`src/rtl/perf_check_monitor.sv`:
```
`default_nettype none
// ============================================================================
// Module   : perf_check_monitor
// Purpose  : Store-snooping PASS/FAIL/TIMEOUT verdict with saturating cycle,
//            retire and event counters that freeze when the verdict is taken.
// Revision : 1.0  initial release
// ============================================================================
module perf_check_monitor #(
    parameter int unsigned XLEN        = 32,
    parameter int unsigned CNT_W       = 32,
    parameter int unsigned N_EVT       = 4,
    parameter int unsigned PASS_ADDR   = 100,
    parameter int unsigned PASS_DATA   = 25,
    parameter int unsigned IGNORE_ADDR = 96,
    parameter int unsigned WARMUP      = 2,
    parameter int unsigned TIMEOUT     = 100000
) (
    input  logic                   clk,
    input  logic                   reset,
    input  logic                   clear_i,
    input  logic                   mem_write_i,
    input  logic [XLEN-1:0]        data_adr_i,
    input  logic [XLEN-1:0]        write_data_i,
    input  logic                   retire_i,
    input  logic [N_EVT-1:0]       evt_i,
    output logic [2:0]             state_o,
    output logic                   done_o,
    output logic                   pass_o,
    output logic                   fail_o,
    output logic                   timeout_o,
    output logic [CNT_W-1:0]       cycles_o,
    output logic [CNT_W-1:0]       instrs_o,
    output logic [N_EVT*CNT_W-1:0] evt_cnt_o,
    output logic [XLEN-1:0]        fail_adr_o,
    output logic [XLEN-1:0]        fail_data_o
);

    typedef enum logic [2:0] {
        ST_WARMUP  = 3'd0,
        ST_RUN     = 3'd1,
        ST_PASS    = 3'd2,
        ST_FAIL    = 3'd3,
        ST_TIMEOUT = 3'd4
    } state_t;

    localparam int unsigned     c_WARM_W      = (WARMUP > 1) ? $clog2(WARMUP) : 1;
    localparam logic [XLEN-1:0] c_PASS_ADDR   = XLEN'(PASS_ADDR);
    localparam logic [XLEN-1:0] c_PASS_DATA   = XLEN'(PASS_DATA);
    localparam logic [XLEN-1:0] c_IGNORE_ADDR = XLEN'(IGNORE_ADDR);
    localparam logic [63:0]     c_TO_LAST     = 64'(TIMEOUT) - 64'd1;

    state_t                state_q, state_d;
    logic [c_WARM_W-1:0]   warm_q, warm_d;
    logic [CNT_W-1:0]      cycles_q, cycles_d;
    logic [CNT_W-1:0]      instrs_q, instrs_d;
    logic [XLEN-1:0]       fadr_q, fadr_d;
    logic [XLEN-1:0]       fdata_q, fdata_d;
    logic                  done_q, pass_q, fail_q, timeout_q;

    logic w_count_en;
    logic w_warm_last;
    logic w_verdict_st;
    logic w_pass_st;
    logic w_to_hit;

    function automatic logic [CNT_W-1:0] sat_inc(input logic [CNT_W-1:0] v, input logic en);
        return (en && (v != '1)) ? v + CNT_W'(1) : v;
    endfunction

    assign w_count_en   = !clear_i && (state_q == ST_RUN);
    assign w_warm_last  = (WARMUP == 0) || (32'(warm_q) == (WARMUP - 1));
    assign w_verdict_st = mem_write_i && (data_adr_i != c_IGNORE_ADDR);
    assign w_pass_st    = (data_adr_i == c_PASS_ADDR) && (write_data_i == c_PASS_DATA);
    // Compare in 64 bits so a TIMEOUT wider than CNT_W simply never fires.
    assign w_to_hit     = (TIMEOUT != 0) && (64'(cycles_q) == c_TO_LAST);

    always_comb begin
        state_d  = state_q;
        warm_d   = warm_q;
        cycles_d = cycles_q;
        instrs_d = instrs_q;
        fadr_d   = fadr_q;
        fdata_d  = fdata_q;
        if (clear_i) begin
            state_d  = ST_WARMUP;
            warm_d   = '0;
            cycles_d = '0;
            instrs_d = '0;
            fadr_d   = '0;
            fdata_d  = '0;
        end else begin
            case (state_q)
                ST_WARMUP: begin
                    if (w_warm_last) begin
                        state_d = ST_RUN;
                        warm_d  = '0;
                    end else begin
                        warm_d  = warm_q + c_WARM_W'(1);
                    end
                end
                ST_RUN: begin
                    // The verdict edge still counts its own cycle and retire.
                    cycles_d = sat_inc(cycles_q, 1'b1);
                    instrs_d = sat_inc(instrs_q, retire_i);
                    if (w_verdict_st) begin
                        if (w_pass_st) begin
                            state_d = ST_PASS;
                        end else begin
                            state_d = ST_FAIL;
                            fadr_d  = data_adr_i;
                            fdata_d = write_data_i;
                        end
                    end else if (w_to_hit) begin
                        state_d = ST_TIMEOUT;
                    end
                end
                default: ;
            endcase
        end
    end

    always_ff @(posedge clk or negedge reset) begin
        if (!reset) begin
            state_q   <= ST_WARMUP;
            warm_q    <= '0;
            cycles_q  <= '0;
            instrs_q  <= '0;
            fadr_q    <= '0;
            fdata_q   <= '0;
            done_q    <= 1'b0;
            pass_q    <= 1'b0;
            fail_q    <= 1'b0;
            timeout_q <= 1'b0;
        end else begin
            state_q   <= state_d;
            warm_q    <= warm_d;
            cycles_q  <= cycles_d;
            instrs_q  <= instrs_d;
            fadr_q    <= fadr_d;
            fdata_q   <= fdata_d;
            done_q    <= (state_d == ST_PASS) || (state_d == ST_FAIL) || (state_d == ST_TIMEOUT);
            pass_q    <= (state_d == ST_PASS);
            fail_q    <= (state_d == ST_FAIL);
            timeout_q <= (state_d == ST_TIMEOUT);
        end
    end

    for (genvar k = 0; k < N_EVT; k++) begin : g_evt
        logic [CNT_W-1:0] cnt_q, cnt_d;

        always_comb begin
            cnt_d = cnt_q;
            if (clear_i) begin
                cnt_d = '0;
            end else if (w_count_en) begin
                cnt_d = sat_inc(cnt_q, evt_i[k]);
            end
        end

        always_ff @(posedge clk or negedge reset) begin
            if (!reset) begin
                cnt_q <= '0;
            end else begin
                cnt_q <= cnt_d;
            end
        end

        assign evt_cnt_o[k*CNT_W +: CNT_W] = cnt_q;
    end

    assign state_o     = state_q;
    assign done_o      = done_q;
    assign pass_o      = pass_q;
    assign fail_o      = fail_q;
    assign timeout_o   = timeout_q;
    assign cycles_o    = cycles_q;
    assign instrs_o    = instrs_q;
    assign fail_adr_o  = fadr_q;
    assign fail_data_o = fdata_q;

endmodule
`default_nettype wire

```
`config.mk`:
```
export PLATFORM = sky130hd
export DESIGN_NAME = perf_check_monitor
export DESIGN_NICKNAME = d
export VERILOG_FILES = /design/src/rtl/perf_check_monitor.sv
export SDC_FILE = /design/constraint.sdc
export NUM_CORES = 1
export LEC_CHECK = 0
export ABC_AREA = 1
export BUFFER_PORTS_ARGS = -buffer_cell sky130_fd_sc_hd__buf_2
export CAP_MARGIN = 5
export CORE_MARGIN = 4
export CORE_UTILIZATION = 40
export CTS_CLUSTER_DIAMETER = 80
export DETAILED_ROUTE_END_ITERATION = 8
export HOLD_SLACK_MARGIN = 0.12
export PLACE_DENSITY_LB_ADDON = 0.3
export SLEW_MARGIN = 15
export SYNTH_ARGS = -nofsm -noshare
export SYNTH_HDL_FRONTEND = slang
export SYNTH_SLANG_ARGS = --single-unit
export TNS_END_PERCENT = 10
```
`constraint.sdc`:
```
create_clock -name clk -period 3.5 [get_ports clk]
set_input_delay 0.525 -clock clk [delete_from_list [all_inputs] [get_ports clk]]
set_output_delay 0.525 -clock clk [all_outputs]
set_load 0.1 [all_outputs]
```
Yosys cells after proc, flatten, opt, wreduce, memory -nomap -nowiden

Cells that the tools add are included.

Multiplexer cells: 35
Add/sub/neg operators: 7
Reductions and logical operators: 29
Equality and inequality tests: 15

Operator list:

| cell                                                                      | number |
|---|---|
| 32-bit 2-to-1 mux                                                         | 26 |
| 32-bit by 1-bit adder with 32-bit output (second input constant)          | 6 |
| 32-bit inequality test (second input constant)                            | 6 |
| 32-bit by 17-bit equality test with 1-bit output (second input constant)  | 1 |
| 32-bit by 5-bit equality test with 1-bit output (second input constant)   | 1 |
| 32-bit by 7-bit equality test with 1-bit output (second input constant)   | 1 |
| 32-bit by 7-bit inequality test with 1-bit output (second input constant) | 1 |
| 2-bit nonzero test                                                        | 10 |
| 3-bit 2-to-1 mux                                                          | 4 |
| 2-bit AND reduction                                                       | 6 |
| 1-bit logical AND                                                         | 8 |
| 3-bit by 2-bit equality test with 1-bit output (second input constant)    | 2 |
| 3-bit case mux with 2 select lines                                        | 1 |
| 1-bit 2-to-1 mux                                                          | 4 |
| 3-bit by 1-bit equality test with 1-bit output (second input constant)    | 1 |
| 3-bit equality test (second input constant)                               | 1 |
| 3-bit zero test                                                           | 1 |
| 3-bit AND reduction                                                       | 1 |
| 1-bit logical OR                                                          | 2 |
| 2-bit inequality test (second input constant)                             | 1 |
| 1-bit adder (second input constant)                                       | 1 |
| 1-bit zero test                                                           | 1 |

Bits in registers: 264
Word-level logic and storage cells: 100
Output and inout bits: 263

Longest topological paths before layout

Gate-level depths: netlist of the first run.

Word-level depth: 9
Gate-level depth with buffers: 14
Depth with buffers taken out: 13

Worst setup path after synthesis of the first run

OpenSTA, ideal clock, no wires.

Path type: register -> register
From: register g_evt[1].cnt_q[0]
To: register g_evt[1].cnt_q[8]
Path slack: 0.912 ns
Cell stages (with the launch flop): 13
Arrival time: 2.464 ns
Path through: dfrtp_1 -> ha_1 -> nand3_1 -> inv_1 -> nand2_2 -> nor2_4 -> nand2_1 -> nand2_2 -> nand2_2 -> buf_6 -> buf_6 -> a21oi_1 -> nor2_1

Word-level cells in the longest chain between the ends: 4
Elaborated cells between the ends (all ways): 8

Ends and longest elaborated chain:

| item                                                                                      | RTL line | text |
|---|---|---|
| start: declaration                                                                        | 149      | `logic [CNT_W-1:0] cnt_q, cnt_d;` |
| start signal: assignment                                                                  | 164      | `cnt_q <= cnt_d;` |
| 32-bit by 1-bit adder with 32-bit output / 32-bit inequality test (equally long branches) | 67       | `return (en && (v != '1)) ? v + CNT_W'(1) : v;` |
| 32-bit 2-to-1 mux / 1-bit logical AND (equally long branches)                             | 67       |  |
| 32-bit 2-to-1 mux / 2-bit nonzero test (equally long branches)                            | --       |  |
| 32-bit 2-to-1 mux / 2-bit AND reduction (equally long branches)                           | --       |  |

Parallel ways exist; a longest one is shown, timed or not. The select of a mux whose other input is x is not followed.
A chain may end at the register's enable or synchronous reset.

Final worst setup path of the first run

From: register cycles_q[0] (netlist: cycles_o[0])
To: register cycles_q[13] (netlist: cycles_o[13])

Word-level cells in the longest chain between the ends: 4
Elaborated cells between the ends (all ways): 7

Ends and longest elaborated chain:

| item                                     | RTL line | text |
|---|---|---|
| start: declaration                       | 54       | `logic [CNT_W-1:0] cycles_q, cycles_d;` |
| start signal: assignment                 | 137      | `cycles_q <= cycles_d;` |
| 32-bit by 1-bit adder with 32-bit output | 67       |  |
| 32-bit 2-to-1 mux                        | 67       |  |
| 32-bit 2-to-1 mux                        | 92       | `case (state_q)` |
| 32-bit 2-to-1 mux                        | 84       | `if (clear_i) begin` |

Parallel ways exist; a longest one is shown, timed or not. The select of a mux whose other input is x is not followed.

==> results of run 1 <==
-- placed cells by master (no fill, tap or decap), drive strengths merged, types with 12 or more instances in the layout --
cell type,netlist,routed
inv,218,219
nand4,78,78
nand2,742,742
o31ai,31,31
buf,58,357
clkinv,1,12
xor2,45,45
a21oi,32,32
nor2,299,299
dfrtp,264,264
clkbuf,17,45
nor3,108,108
o21ai,148,148
nand3,214,214
xnor2,17,17
-- power breakdown --
| part | switching, mW | internal (mW) | total, mW |
|---|---|---|---|
| Clock | 1.43 | 2.31 | 3.75 |
| Sequential | 0.0695 | 3.13 | 3.20 |
| Combinational | 1.09 | 0.201 | 1.29 |
-- worst min-delay path by stage --
| stage | startpoint | depth (start not counted) | end | slack [ns] |
|---|---|---|---|---|
| after global routing | write_data_i[2] | 3 | fail_data_o[2]$_DFFE_PN0P_ | 0.23 |
| after CTS | write_data_i[28] | 3 | fail_data_o[28]$_DFFE_PN0P_ | 0.22 |
| after floorplan | reset | 0 | cycles_o[0]$_DFFE_PN0P_ | 0.23 |
| after detailed placement | fail_adr_o[21]$_DFFE_PN0P_ | 2 | fail_adr_o[21]$_DFFE_PN0P_ | 0.45 |
| final | data_adr_i[17] | 3 | fail_adr_o[17]$_DFFE_PN0P_ | 0.25 |
| after global placement | fail_adr_o[18]$_DFFE_PN0P_ | 2 | fail_adr_o[18]$_DFFE_PN0P_ | 0.45 |
-- per-layer routing --
metal / up-vias / share of wire / GRT usage
met5: - / 0 / 0
met4: 0 / 0.025 / 0.0675
met3: 87 / 0.080 / 0.0549
met2: 746 / 0.45 / 0.389
met1: 7919 / 0.44 / 0.347
li1: 8089 / - / -
-- critical path: stages (launching register included) --
cell and delay, ns:
dfrtp_1 0.45, ha_1 0.32, nand2_1 0.15, nor2_4 0.23, nand2_1 0.15, nor2_1 0.19
nand3_1 0.12, nand2_2 0.38, buf_4 0.37, nand2_1 0.09, o21ai_0 0.09
-- per-stage QoR --
step / area (µm²) / utilization / cells / worst slack [ns]
2_1_floorplan: 15900 / - / 2297 / 0.912
3_3_place_gp: 18100 / 0.463 / 3097 / 0.731
3_5_place_dp: 18100 / 0.463 / 3097 / 0.712
4_1_cts: 19300 / 0.494 / 3161 / 0.891
5_1_grt: 19300 / 0.494 / 3161 / 0.581
6_report: 19300 / 0.494 / 3161 / 0.865
-- logic make-up after synthesis --
group | synth area share
compound gates | 0.0738
flops | 0.415
fa+ha+maj | 0.00472
simple gates | 0.394
buf+inv | 0.0778
xor+xnor | 0.0341
-- flip-flops by register name (all words and copies together) (netlist names) --
name / flops
g_evt.cnt_q: 128
cycles_o: 32
fail_adr_o: 32
fail_data_o: 32
instrs_o: 32
state_o: 3
done_o: 1
fail_o: 1
pass_o: 1
timeout_o: 1
w_warm_last: 1
-- final cells by class --
| cell class | count | share of cell area |
|---|---|---|
| timing repair buffer | 358 | 0.0992 |
| clock inverter | 18 | 0.0105 |
| sequential | 264 | 0.343 |
| tap | 518 | 0.0336 |
| clock buffer | 45 | 0.0517 |
| multi-input combinational | 1739 | 0.419 |
| inverter | 219 | 0.0430 |
==> metrics.md, run 1 <==
| Metric | Value |
|---|---|
| Status | `complete, no violations` |
| Setup violators final | `0` |
| Worst Clk Skew | `approximately 0.016 ns` |
| Routed wire per std cell | `about 17 µm` |
| CP Class | `reg2reg` |
| HPWL Detailed | `40600 µm` |
| Via count | `16800` |
| Syn Inst Count | `2297` |
| Total chip power | `approximately 8.2 mW` |
| Later-pin clock latency in the skew report | `~0.53 ns` |
| Die Y | `207 µm` |
| Post-cts sizing count | `0` |
| Seq/Total Area, Yosys | `0.415` |
| Reg2reg end | `cycles_o[13]$_DFFE_PN0P_` |
| Final TNS setup | `0 ns` |
| Min Tclk post-route | `2.63 ns` |
| Die X | `207 µm` |
| Post-synth ARST share | `1.00` |
| Reg-to-Reg Start | `cycles_o[0]$_DFFE_PN0P_` |
| Req. time, crit path | `3.94 ns` |
| Max Slew Vio Count | `0` |
| P per Cell Area | `428 nW/µm²` |
| Drt initial violations | `1651` |
| Crit end category | `register` |
| I/O pins | `336` |
| Largest area contributor in the netlist | `dfrtp_1` |
| Row count | `72` |
| Share of the synthesized area in the top cell type | `0.415` |
| IO Port Bufs | `335` |
| Die area | `about 43000 µm²` |
| Syn Area/Cell | `6.92 µm²` |
| Arrival @ worst endpoint | `around 3.1 ns` |
| Routability cong. | `0.966` |
| Worst Reg-to-Reg Cells | `10` |
| Initial Util | `0.408` |
| Initial antenna violation count | `0` |
| Clock Path Buffers | `3` |
| Post-DRT Antenna Nets | `0` |
| R2R Setup Slk | `0.87 ns` |
| Mapped Area | `15900 µm²` |
| Vias/cell | `5.33` |
| Hold Worst Slack | `0.252 ns` |
| Rel. slew slack | `0.466` |
| Final Cycle Share | `0.753` |
| Total global-route track usage | `0.247` |
| First-pass GRT wire length | `between 80000 and 90000 µm` |
| Crit path launch type | `register` |
| Fmax | `380 MHz` |
| Post-synth EDFFs | `0` |
| Core area | `39000 µm²` |
| Worst min path class | `in2reg` |
| Register bit total from synthesis | `roughly 260` |
| Final nets | `2696` |
| Max-cap violations | `0` |
| Crit path from | `cycles_o[0]$_DFFE_PN0P_` |
| Area of the multi-input gates | `8070 µm²` |
| Register Area | `6610 µm²` |
| Most numerous cell in the Yosys netlist | `nand2_1` |
| Routed wire length | `55000 µm` |
| Share of post-route cells with drive strength above 1 | `0.175` |
| Synth warn | `0` |
| Syn Nets | `2376` |
| Least-Margin Pin Slew | `~0.8 ns` |
| Unique cell type count in the Yosys netlist | `37` |
| Pin count of the biggest net entering global routing | `72` |
| Cts hold-fix bufs | `1` |
| Leak | `9.06 nW` |
| Total CTS buffers | `35` |
| Synth cell count leaders | `nand2_1 (730), nor2_1 (291), dfrtp_1 (264)` |
| Vias in the first global route | `15900` |
| Crit path to | `cycles_o[13]$_DFFE_PN0P_` |
| Drt pass-1 iters | `6` |
| Synth Flop Type | `dfrtp_1` |
| Post-CTS setup buffers | `0` |
| RSZ-0062 raised after global routing | `no` |
| Worst VDD drop | `0.286 mV` |
| Layout filler cell count | `3980` |
| Reg clk slew, reported paths | `0.06 ns` |
| # diodes | `0` |
| Htree depth | `2` |
| Max FO, Critical Path | `28` |
| CTS root buf | `clkbuf_16` |
| Synth area leaders | `dfrtp_1 (42%), nand2_1 (17%), nor2_1 (6.9%), nand3_1 (6.7%), inv_1 (5.0%)` |
| Grt total ovfl | `0` |
| DRC Markers | `0` |
| Area Overhead vs Synth | `21.1%` |
| Final-report hold violation count | `0` |
| TritonCTS clock tree | `done` |
| CTS sink count | `about 260` |
(Power assumes the default switching activity.)
==> run 2: changes to the inputs <==
ABC_AREA = 0   (was 1)
clock period = 2.4 ns   (was 3.5 ns; I/O delays follow)
==> metrics.md, run 2 <==
| Metric | Value |
|---|---|
| Htree depth | `2 (unchanged)` |
| Row count | `66 (-8.3%)` |
| Total CTS buffers | `34 (-2.9%)` |
| HPWL Detailed | `28500 µm (-30%)` |
| Final Cell Area | `17700 µm² (-8.2%)` |
| Synth area leaders | `dfrtp_1 (49%), xnor2_1 (8.3%), nor2_1 (7.1%), mux2i_1 (4.7%), nand4_1 (3.0%)` |
| Synth warn | `0 (unchanged)` |
| Share of post-route cells with drive strength above 1 | `0.354 (+0.179)` |
| CP Class | `reg2reg` |
| P per Cell Area | `744 nW/µm² (+74%)` |
| Crit-path cells | `nand4_1 -> or4_4 -> or4_4 -> nand4_2 -> nor2_1 -> mux2_4` |
| Clock Path Buffers | `3 (unchanged)` |
| I/O pins | `336 (unchanged)` |
| Initial Util | `0.409 (+0.00149)` |
| Req. time, crit path | `2.79 ns (-1.15 ns)` |
| Leak | `7.64 nW (-16%)` |
| Uppermost layer routed | `met5` |
| TritonCTS clock tree | `done` |
| Final Cycle Share | `0.978 (+0.226)` |
| Area Overhead vs Synth | `31.5%` |
| Final nets | `1871 (-31%)` |
| Worst Clk Skew | `0.0174 ns (+0.00114 ns)` |
| Die Y | `191 µm (-7.7%)` |
| Min Tclk post-route | `2.35 ns (-0.287 ns)` |
| IO Port Bufs | `335 (unchanged)` |
| Register bit total from synthesis | `264 (unchanged)` |
| Syn Inst Count | `1404 (-39%)` |
| Rel. slew slack | `0.548 (+0.0817)` |
| Drt pass-1 iters | `5 (-1)` |
| Drt initial violations | `748 (-55%)` |
| Routed wire length | `39800 µm (-28%)` |
| Die X | `191 µm (-7.7%)` |
| CTS root buf | `clkbuf_16` |
| Least-Margin Pin Slew | `0.674 ns (-0.127 ns)` |
| Utilization after layout | `0.538 (+0.0443)` |
| Worst min path class | `in2reg` |
| Post-DRT Antenna Nets | `0 (unchanged)` |
| Final-report hold violation count | `0 (unchanged)` |
| Mapped Area | `13500 µm² (-15%)` |
| Unique cell type count in the Yosys netlist | `56 (+51%)` |
| Most used cell, CP | `or4_4` |
| Crit-path leading delay family | `simple AND/OR/NAND/NOR gates` |
| Setup violators final | `0 (unchanged)` |
| Status | `complete, no violations` |
| Crit end category | `register` |
| Total global-route track usage | `0.214 (-0.0335)` |
| Max FO, Critical Path | `22 (-21%)` |
| Syn Area/Cell | `9.58 µm² (+38%)` |
| Pin count of the biggest net entering global routing | `94 (+31%)` |
| Core area | `32900 µm² (-16%)` |
| Post-synth ARST share | `1.00 (unchanged)` |
| Metal3 WL | `3120 µm (-29%)` |
| First-pass GRT wire length | `64600 µm (-27%)` |
| Dpl cell area | `16200 µm² (-10%)` |
| Most common cell after layout, fill and taps aside | `buf_2` |
| Fmax | `426 MHz (+12%)` |
| Placement Setup Slack | `0.0452 ns (-0.667 ns)` |
| Die area | `36600 µm² (-15%)` |
| Most numerous cell in the Yosys netlist | `dfrtp_1` |
| RSZ-0062 raised after global routing | `no` |
| Largest area contributor in the netlist | `dfrtp_1` |
| Layout filler cell count | `3047 (-23%)` |
| CP max stage cell | `or4_4` |
| CTS sink count | `264 (unchanged)` |
| Share of the synthesized area in the top cell type | `0.491 (+0.0758)` |
| Final TNS setup | `0 ns (unchanged)` |
| Largest Register | `g_evt.cnt_q` |
| Seq/Total Area, Yosys | `0.491 (+0.0758)` |
| Final WS setup | `0.0520 ns (-0.813 ns)` |
| Max Slew Vio Count | `0 (unchanged)` |
| CP max stage delay | `0.58 ns (+0.13 ns)` |
| Met2 wire len | `18100 µm (-28%)` |
| Commonest non-fill, non-tap cells in the layout | `buf_2 (333), nor2_1 (255), dfrtp_2 (139), xnor2_1 (127), dfrtp_1 (93)` |
| Worst Path Buf+Inv | `0 (-1)` |
| Routability cong. | `0.870 (-9.9%)` |
| DRC Markers | `0 (unchanged)` |
| Grt total ovfl | `0 (unchanged)` |
| Arrival @ worst endpoint | `2.74 ns (-0.33 ns)` |
| Reg clk slew, reported paths | `0.06 ns (about the same)` |
| Via count | `12100 (-28%)` |
| Hold Worst Slack | `0.129 ns (-0.123 ns)` |
| Post-synth EDFFs | `0 (unchanged)` |
| Vias/cell | `5.33 (+0.13%)` |
| Synth Flop Type | `dfrtp_1` |
| Max reg flops | `128 (unchanged)` |
| Syn Nets | `1483 (-38%)` |
| Later-pin clock latency in the skew report | `0.50 ns (-0.03 ns)` |
| Worst VDD drop | `0.501 mV (+76%)` |
| Synth cell count leaders | `dfrtp_1 (264), nor2_1 (256), xnor2_1 (127)` |
| Vias in the first global route | `12000 (-25%)` |
| Max-cap violations | `0 (unchanged)` |
| Initial antenna violation count | `3 (+3)` |
| Crit path launch type | `register` |
| # diodes | `0 (unchanged)` |
| Routed wire per std cell | `17.6 µm (+1.1%)` |
| WL met1 | `17300 µm (-29%)` |
run 2: area by class of cell:
class,instances,area [µm²],share of cell area
multi-input combinational,1044,6530,0.369
sequential,264,6900,0.390
inverter,31,116,0.00658
clock inverter,6,83.8,0.00474
clock buffer,55,1040,0.0589
tap,442,553,0.0313
timing repair buffer,417,2460,0.139
run 2: routing by layer:
| layer | GRT usage | up-vias |
|---|---|---|
| met5 | 0 | - |
| met4 | 0.0702 | 6 |
| met3 | 0.0568 | 81 |
| met2 | 0.330 | 390 |
| met1 | 0.294 | 5859 |
| li1 | - | 5715 |
run 2: path summary, 6_finish.rpt:
kind | cells past startpoint | start | slack, ns | to
worst max-delay path | 6 | g_evt[1].cnt_q[25]$_DFFE_PN0P_ | 0.05 | g_evt[1].cnt_q[14]$_DFFE_PN0P_
worst min-delay path | 3 | data_adr_i[12] | 0.13 | fail_adr_o[12]$_DFFE_PN0P_
worst max register to register | 6 | g_evt[1].cnt_q[25]$_DFFE_PN0P_ | 0.05 | g_evt[1].cnt_q[14]$_DFFE_PN0P_
worst min register to register | 2 | fail_data_o[27]$_DFFE_PN0P_ | 0.51 | fail_data_o[27]$_DFFE_PN0P_
max in group asynchronous | 3 | reset | 1.24 | cycles_o[1]$_DFFE_PN0P_
min in group asynchronous | 2 | reset | 0.38 | g_evt[1].cnt_q[20]$_DFFE_PN0P_
run 2: power by group:
group,leakage [nW],total [mW],internal (mW),switching (mW)
Sequential,3.37,4.85,4.69,0.158
Combinational,3.71,3.25,0.719,2.53
Clock,0.554,5.07,3.18,1.89
Total,7.64,13.2,8.58,4.58
run 2: cell families (layout without fill, tap and decap cells):
family	Yosys count	after routing	share of synthesized area
AOI/OAI and AO/OA	84	84	0.0375
xor gates and xnor gates	163	163	0.106
adders and majority gates	6	6	0.00558
buffers and inverters	96	509	0.0287
DFF	264	264	0.491
muxes	66	66	0.0497
and+or+nand+nor	725	725	0.281
run 2: timing repair:
action / 4_1_cts / 5_1_grt
endpoints found under the setup margin: 0 / 69
hold buffers: 29 / 0
hold endpoints to repair: 77 / 0
setup buffers: 0 / 1
resized for setup: 0 / 6
run 2: metrics by stage:
stage | cells | power [mW]
global route | 2259 | 13.7
floorplan | 1404 | 7.30
finish | 2259 | 13.2
CTS | 2258 | 13.3
detailed placement | 2168 | 8.14
global placement | 2168 | 8.11
run 2: worst reg2reg max path, stage by stage (launching register included):
cell and delay [ns]:
dfrtp_4 0.43, nand4_1 0.13, or4_4 0.57, or4_4 0.58, nand4_2 0.17, nor2_1 0.07
mux2_4 0.29
==> run 3: changes to the inputs <==
RECOVER_POWER = 25   (was not set)
==> metrics.md, run 3 (synthesized netlist as in run 2, its figures left out) <==
| Metric | Value |
|---|---|
| Final Cell Area | `17700 µm² (-0.12%)` |
| Later-pin clock latency in the skew report | `0.50 ns (about the same)` |
| Reg clk slew, reported paths | `0.06 ns (about the same)` |
| Hold Worst Slack | `0.131 ns (+0.00222 ns)` |
| Final nets | `1871 (unchanged)` |
| Fmax | `426 MHz (about the same)` |
| Crit end category | `register` |
| RSZ-0062 raised after global routing | `no` |
| # diodes | `0 (unchanged)` |
| Most common cell after layout, fill and taps aside | `buf_2` |
| Worst min path class | `in2reg` |
| Status | `finished, violations left` |
| Initial antenna violation count | `3 (unchanged)` |
| Commonest non-fill, non-tap cells in the layout | `buf_2 (333), nor2_1 (255), dfrtp_2 (139), xnor2_1 (127), dfrtp_1 (93)` |
| Req. time, crit path | `2.79 ns (about the same)` |
| Clock Path Buffers | `3 (unchanged)` |
| Final-report hold violation count | `0 (unchanged)` |
| Final TNS setup | `0 ns (unchanged)` |
| Max Slew Vio Count | `56 (+56)` |
| Drt initial violations | `766 (+2.4%)` |
| I/O pins | `336 (unchanged)` |
| Max FO, Critical Path | `22 (unchanged)` |
| Htree depth | `2 (unchanged)` |
| Core area | `32900 µm² (unchanged)` |
| DRC Markers | `0 (unchanged)` |
| Routed wire length | `39800 µm (about the same)` |
| Pin count of the biggest net entering global routing | `94 (unchanged)` |
| Share of post-route cells with drive strength above 1 | `0.354 (unchanged)` |
| CTS sink count | `264 (unchanged)` |
| Largest Register | `g_evt.cnt_q` |
| Die X | `191 µm (unchanged)` |
| Worst VDD drop | `0.501 mV (about the same)` |
| Row count | `66 (unchanged)` |
| Placement Setup Slack | `0.0452 ns (unchanged)` |
| Routed wire per std cell | `17.6 µm (about the same)` |
| Routability cong. | `0.870 (unchanged)` |
| Failing checks | `capacitance limit, slew limit` |
| Worst Clk Skew | `0.0163 ns (-0.00108 ns)` |
| First-pass GRT wire length | `64600 µm (unchanged)` |
| Max-cap violations | `1 (+1)` |
| P per Cell Area | `745 nW/µm² (about the same)` |
| Grt total ovfl | `0 (unchanged)` |
| Final WS setup | `0.0520 ns (-0.0000859 ns)` |
| Drt pass-1 iters | `5 (unchanged)` |
| Dpl cell area | `16200 µm² (unchanged)` |
| Setup violators final | `0 (unchanged)` |
| Area Overhead vs Synth | `31.3%` |
| CP Class | `reg2reg` |
| Vias/cell | `5.34 (about the same)` |
| Total global-route track usage | `0.214 (unchanged)` |
| Die Y | `191 µm (unchanged)` |
| Final Cycle Share | `0.978 (about the same)` |
| CTS root buf | `clkbuf_16` |
| Crit path launch type | `register` |
| Rel. slew slack | `-0.0649 (-0.613)` |
| Least-Margin Pin Slew | `1.60 ns (+0.924 ns)` |
| IO Port Bufs | `335 (unchanged)` |
| Min Tclk post-route | `2.35 ns (+0.0000859 ns)` |
| Max reg flops | `128 (unchanged)` |
| Initial Util | `0.409 (unchanged)` |
| Post-DRT Antenna Nets | `0 (unchanged)` |
| TritonCTS clock tree | `done` |
| Total CTS buffers | `34 (unchanged)` |
| Die area | `36600 µm² (unchanged)` |
| Layout filler cell count | `3048 (+0.033%)` |
| Vias in the first global route | `12000 (unchanged)` |
| Via count | `12100 (+0.066%)` |
| Leak | `7.63 nW (-0.10%)` |
| HPWL Detailed | `28500 µm (unchanged)` |
| Arrival @ worst endpoint | `2.74 ns (about the same)` |
-- run 3: cell types whose count changed in the layout (fill, tap and decap cells not counted), sizes merged --
cell / previous run / this run
buf: 387 / 382
clkbuf: 56 / 61
-- run 3: critical path: stages, from the launching register on --
cell and delay (ns):
dfrtp_4 0.43, nand4_1 0.13, or4_4 0.57, or4_4 0.58, nand4_2 0.16, nor2_1 0.07
mux2_4 0.29
-- run 3: final cells by class --
cell class              count  area [µm²]  area share
clock buffers              55        1040      0.0589
clock inverters             6        83.8     0.00475
inverters                  31         116     0.00659
multi-input cells        1044        6530       0.370
flip-flops and latches    264        6900       0.391
well taps                 442         553      0.0313
repair buffers            417        2440       0.138
-- run 3: path summary, 6_finish.rpt --
check	start	end	slack, ns	cells after the start
setup / recovery	g_evt[1].cnt_q[25]$_DFFE_PN0P_	g_evt[1].cnt_q[14]$_DFFE_PN0P_	0.05	6
hold / removal	data_adr_i[12]	fail_adr_o[12]$_DFFE_PN0P_	0.13	3
setup reg to reg	g_evt[1].cnt_q[25]$_DFFE_PN0P_	g_evt[1].cnt_q[14]$_DFFE_PN0P_	0.05	6
hold reg to reg	fail_data_o[27]$_DFFE_PN0P_	fail_data_o[27]$_DFFE_PN0P_	0.51	2
max in group asynchronous	reset	g_evt[2].cnt_q[9]$_DFFE_PN0P_	0.36	3
min in group asynchronous	reset	g_evt[1].cnt_q[20]$_DFFE_PN0P_	0.80	2
-- run 3: timing repair --
item / in CTS / in global routing
endpoints found under the setup margin: 0 / 69
setup buffers: 0 / 1
hold buffers: 29 / 0
endpoints found under the hold margin: 77 / 0
resized for setup: 0 / 6
-- run 3: metrics by stage --
stage | power, mW | instances | utilization
final | 13.2 | 2259 | 0.537
after global routing | 13.7 | 2259 | 0.537
after CTS | 13.3 | 2258 | 0.537
after detailed placement | 8.14 | 2168 | 0.494
after global placement | 8.11 | 2168 | 0.494
after floorplan | 7.30 | 1404 | -
-- run 3: layer usage --
layer  vias to the layer above  track usage  wire, µm
li1                       5720            -         -
met1                      5870        0.294     17400
met2                       382        0.330     18100
met3                        81       0.0568      3040
met4                         6       0.0702      1210
met5                         -            0        38
-- run 3: where the power goes --
part | leakage (nW) | internal [mW] | switching, mW | total, mW
registers | 3.37 | 4.69 | 0.158 | 4.85
logic | 3.70 | 0.715 | 2.53 | 3.24
clock network | 0.554 | 3.18 | 1.89 | 5.07
total | 7.63 | 8.58 | 4.58 | 13.2
